## src/rtl/serial_add_ctrl.sv

```systemverilog
// Bit-serial adder controller: one shared full-adder cell, LSB first, W RUN cycles per sum.
// Define SERADD_COUT_EN to expose the registered final carry on cout.
//   state | meaning
//   IDLE  | ready, waiting for start
//   RUN   | one sum bit per cycle
//   DONE  | one-cycle done pulse, s/cout final
module serial_add_ctrl #(
  parameter int W = 4
) (
  input  logic         clk,
  input  logic         rst_n,
  input  logic         start,
  input  logic         clr,
  input  logic [W-1:0] x,
  input  logic [W-1:0] y,
  output logic         ready,
  output logic         busy,
  output logic         done,
  output logic [W-1:0] s
`ifdef SERADD_COUT_EN
  ,
  output logic         cout
`endif
);

  localparam int CW = $clog2(W);

  typedef enum logic [1:0] {IDLE, RUN, DONE} state_t;

  state_t         state, state_nxt;
  logic [W-1:0]   a_reg, b_reg;
  logic           carry;
  logic [CW-1:0]  cnt;
  logic           load, step, last;
  logic           fa_sum, fa_cy;

  assign last   = (cnt == CW'(W - 1));
  assign fa_sum = a_reg[0] ^ b_reg[0] ^ carry;
  assign fa_cy  = (a_reg[0] & b_reg[0]) | (a_reg[0] & carry) | (b_reg[0] & carry);

  always_ff @(posedge clk or negedge rst_n) begin
    if (!rst_n) state <= IDLE;
    else        state <= state_nxt;
  end

  always_comb begin
    state_nxt = state;
    ready     = 1'b0;
    busy      = 1'b0;
    done      = 1'b0;
    load      = 1'b0;
    step      = 1'b0;
    case (state)
      IDLE: begin
        ready = 1'b1;
        if (start && !clr) begin
          load      = 1'b1;
          state_nxt = RUN;
        end
      end
      RUN: begin
        busy = 1'b1;
        step = !clr;
        if (last) state_nxt = DONE;
      end
      DONE: begin
        done      = 1'b1;
        state_nxt = IDLE;
      end
      default: state_nxt = IDLE;
    endcase
    if (clr) state_nxt = IDLE;
  end

  // Sum bits refill operand A from the MSB side, so A ends up holding the sum
  always_ff @(posedge clk or negedge rst_n) begin
    if (!rst_n) begin
      a_reg <= '0;
      b_reg <= '0;
      carry <= 1'b0;
      cnt   <= '0;
      s     <= '0;
`ifdef SERADD_COUT_EN
      cout  <= 1'b0;
`endif
    end else if (clr) begin
      cnt <= '0;
    end else if (load) begin
      a_reg <= x;
      b_reg <= y;
      carry <= 1'b0;
      cnt   <= '0;
    end else if (step) begin
      a_reg <= {fa_sum, a_reg[W-1:1]};
      b_reg <= {1'b0, b_reg[W-1:1]};
      carry <= fa_cy;
      if (last) begin
        cnt  <= '0;
        s    <= {fa_sum, a_reg[W-1:1]};
`ifdef SERADD_COUT_EN
        cout <= fa_cy;
`endif
      end else begin
        cnt <= cnt + CW'(1);
      end
    end
  end

endmodule

```

## config.mk

```make
export PLATFORM = sky130hd
export DESIGN_NAME = serial_add_ctrl
export DESIGN_NICKNAME = d
export VERILOG_FILES = /design/src/rtl/serial_add_ctrl.sv
export SDC_FILE = /design/constraint.sdc
export NUM_CORES = 1
export LEC_CHECK = 0
export ABC_AREA = 1
export CORE_AREA = 2 2 46 48
export CTS_CLUSTER_DIAMETER = 150
export DETAILED_ROUTE_END_ITERATION = 10
export DIE_AREA = 0 0 48 50
export PLACE_DENSITY = 0.73
export SLEW_MARGIN = 10
export SYNTH_ARGS = -nofsm -noshare
export SYNTH_HDL_FRONTEND = slang
export SYNTH_SLANG_ARGS = --single-unit
```

## constraint.sdc

```tcl
create_clock -name clk -period 1.5 [get_ports clk]
set_input_delay 0.225 -clock clk [delete_from_list [all_inputs] [get_ports clk]]
set_output_delay 0.225 -clock clk [all_outputs]
set_load 0.005 [all_outputs]
```

==> summary.md <==
| Metric | Value |
|---|---|
| Slew headroom | 0.816 |
| CP peak stage delay | 0.42 ns |
| Die W | 48 um |
| Vias/cell | 5.08 |
| Cell depth of the worst setup path | 4 |
| Post-detail-place hpwl | 1390 um |
| Compound-Gate Fraction of Synth Area | 0.0224 |
| Cell family with most CP delay | buffers and inverters |
| R2R Setup Slk | 0.09 ns |
| Clock sinks | 17 |
| Num CTS Buffers | 3 |
| Cell Rows | 16 |
| Synth area leaders | dfrtp_1, nand2_1, nand3_1 |
| Mapped Avg Cell Area | 9.40 sq um |
| Layout cells sized above 1 | 0.254 |
| Ant diodes | 0 |
| CP Max Fanout | 4 |
| Crit. Startpoint | state[0]$_DFFE_PN0P_ |
| Fillers | 171 |
| Fin Setup TNS | 0 ns |
| Yosys warns | 0 |
| #FFs+latches synth | 17 |
| Period Utilization, post-route | 0.964 |
| I/O pin count | 19 |
| Required time worst endpoint | 1.27 ns |
| Final Hold Fails | 0 |
| R2r worst-path depth | 8 |
| Mux contribution to synthesized area | 0 |
| First-pass GRT wire length | 3240 um |
| Post-route cell area | 1200 sq um |
| Max-cap violations | 0 |
| Mapped Cells | 95 |
| Startpoint types | flip-flop |
| Die area | 2400 sq um |
| Final Setup Violations | 0 |
| Synth Area in Simple Gates | 0.385 |
| Synth unique cells | 15 |
| Power Density | 977 nW/um^2 |
| Hold WC Path Type | primary input to asynchronous set/reset pin |
| GP Congestion | 0.768 |
| DR DRC count | 0 |
| Worst path bufs/invs | 3 |
| Root Buffer | clkbuf_4 |
| RSZ-0062 raised after global routing | no |
| Worst path cell trace | buf_4 > nand2_4 > inv_2 > dlygate4sd2_1 |
| H-tree Lvls | 1 |
| Nets@finish | 141 |
| Yosys top cell area share | 0.476 |
| Port bufs | 18 |
| Length of the first detailed-routing pass in iterations | 5 |
| Max-slew violation count | 0 |
| Clock Latency Late Sink | 0.29 ns |
| Initial antenna violation count | 0 |
| Aggregate global routing overflow | 0 |
| CTS tree | done |
| CTS clk-pin slew, worst paths | 0.09 ns |
| Via count | 777 |
| Post-synthesis adder-cell area fraction | 0.0364 |
| Post-route ant nets | 0 |
| Per-cell routed wire length | 13.2 um |
| Initial core utilization | 0.470 |
| LEAKAGE | 0.600 nW |
| Status | complete, no violations |
| R2R Path Start | state[0]$_DFFE_PN0P_ |
| Iter 0 DRT Violations | 13 |
| CTS Buffer Depth | 2 |
| F_max | 692 MHz |
| Largest family of logic cells by synthesized area | simple AND/OR/NAND/NOR gates |
| Tightest Pin Transition | 0.276 ns |
| Yosys top cell by area | dfrtp_1 |
| Vias in the first global route | 737 |
| Post-synth net total | 109 |
| CP Capture Point | busy |
| Die height | 50 um |
| Area Growth Syn to Fin | 34.3% |
| WL final | 2020 um |
| Crit path max-delay cell type | dfrtp_2 |
| Post-Synth XOR/XNOR Area | 0 |
| Seq/Total Area, Yosys | 0.476 |
| Arrival time worst endpoint | 1.22 ns |
| Synthesized cell area | 893 sq um |
| Tmin final | 1.45 ns |
| Area of the core | 1900 sq um |
| Pin count of the biggest net entering global routing | 18 |
| Reg-to-Reg End | a_reg[1]$_DFFE_PN0P_ |
| Placed Area | 1110 sq um |
| Gr usage total | 0.193 |
| VDD IR max | 0.588 mV |
| Critical path class | flip-flop to primary output |
| Crit path capture type | primary output |
| Worst clock skew | 0.00476 ns |
[cell usage after synthesis]
cell,number
inv_1,6
inv_2,4
nor2_1,4
nor2_4,3
dfrtp_1,17
nand2_1,21
ha_1,1
buf_6,3
nand3b_1,2
nand3_1,14
nand4_1,6
nand3_2,6
fa_1,1
nand2_4,3
o21ai_1,4
[worst min-delay path by stage]
| stage | slack [ns] | end |
|---|---|---|
| floorplan | -0.07 | a_reg[0]$_DFFE_PN0P_ |
| global placement | 0.46 | s[2]$_DFFE_PN0P_ |
| detailed placement | 0.47 | s[2]$_DFFE_PN0P_ |
| CTS | 0.26 | cnt[0]$_DFFE_PN0P_ |
| global route | 0.28 | cnt[0]$_DFFE_PN0P_ |
| finish | 0.25 | carry$_DFFE_PN0P_ |
[metal layers]
metal,wire length (um),GRT usage,up-vias
li1,-,-,375
met1,830,0.245,381
met2,1080,0.309,19
met3,82,0.0549,2
met4,25,0.0541,0
met5,0,0,-
[logic make-up after synthesis]
logic type,after synthesis
buf+inv,13
fa+ha+maj,2
simple gates,59
flops,17
compound gates,4
[cells in the final DEF, fill, tap and decap left out, types with 4 or more instances in the layout]
cell type	instances
nand2_1	21
inv_1	6
dfrtp_1	16
nor2_1	4
clkdlybuf4s50_1	15
nand3_2	6
o21ai_1	4
nand4_1	6
buf_4	12
nand3_1	14
[power breakdown]
part	total (mW)	internal [mW]	leakage [nW]	switching (mW)
sequential	0.600	0.538	0.220	0.0614
clock	0.238	0.104	0.0150	0.134
combinational	0.334	0.161	0.365	0.173
[final cells by class]
type                    count  area (sq um)  share of cell area
clock buffers               4          26.3              0.0219
inverters                  10          40.0              0.0334
flip-flops and latches     17           427               0.356
repair buffers             30           268               0.223
well taps                  27          33.8              0.0282
multi-input cells          65           405               0.338
[timing repair]
item | 4_1_cts | 5_1_grt
hold buffers | 0 | 0
endpoints found under the hold margin | 0 | 0
gates resized for setup | 5 | 2
buffers inserted | 7 | 0
pin swaps | 1 | 0
endpoints found under the setup margin | 3 | 2
[through the flow]
step | util | power, mW | instances | setup slack (ns) | hold WS [ns]
final | 0.631 | 1.17 | 153 | 0.0543 | 0.254
after global routing | 0.631 | 1.25 | 153 | 0.00395 | 0.279
after CTS | 0.626 | 1.17 | 153 | 0.0551 | 0.261
after detailed placement | 0.584 | 0.925 | 142 | 0.0290 | 0.468
after global placement | 0.584 | 0.901 | 142 | 0.0699 | 0.462
after floorplan | - | 0.795 | 95 | 0.298 | -0.0706
Note: power is estimated with default switching activity, not from simulation.
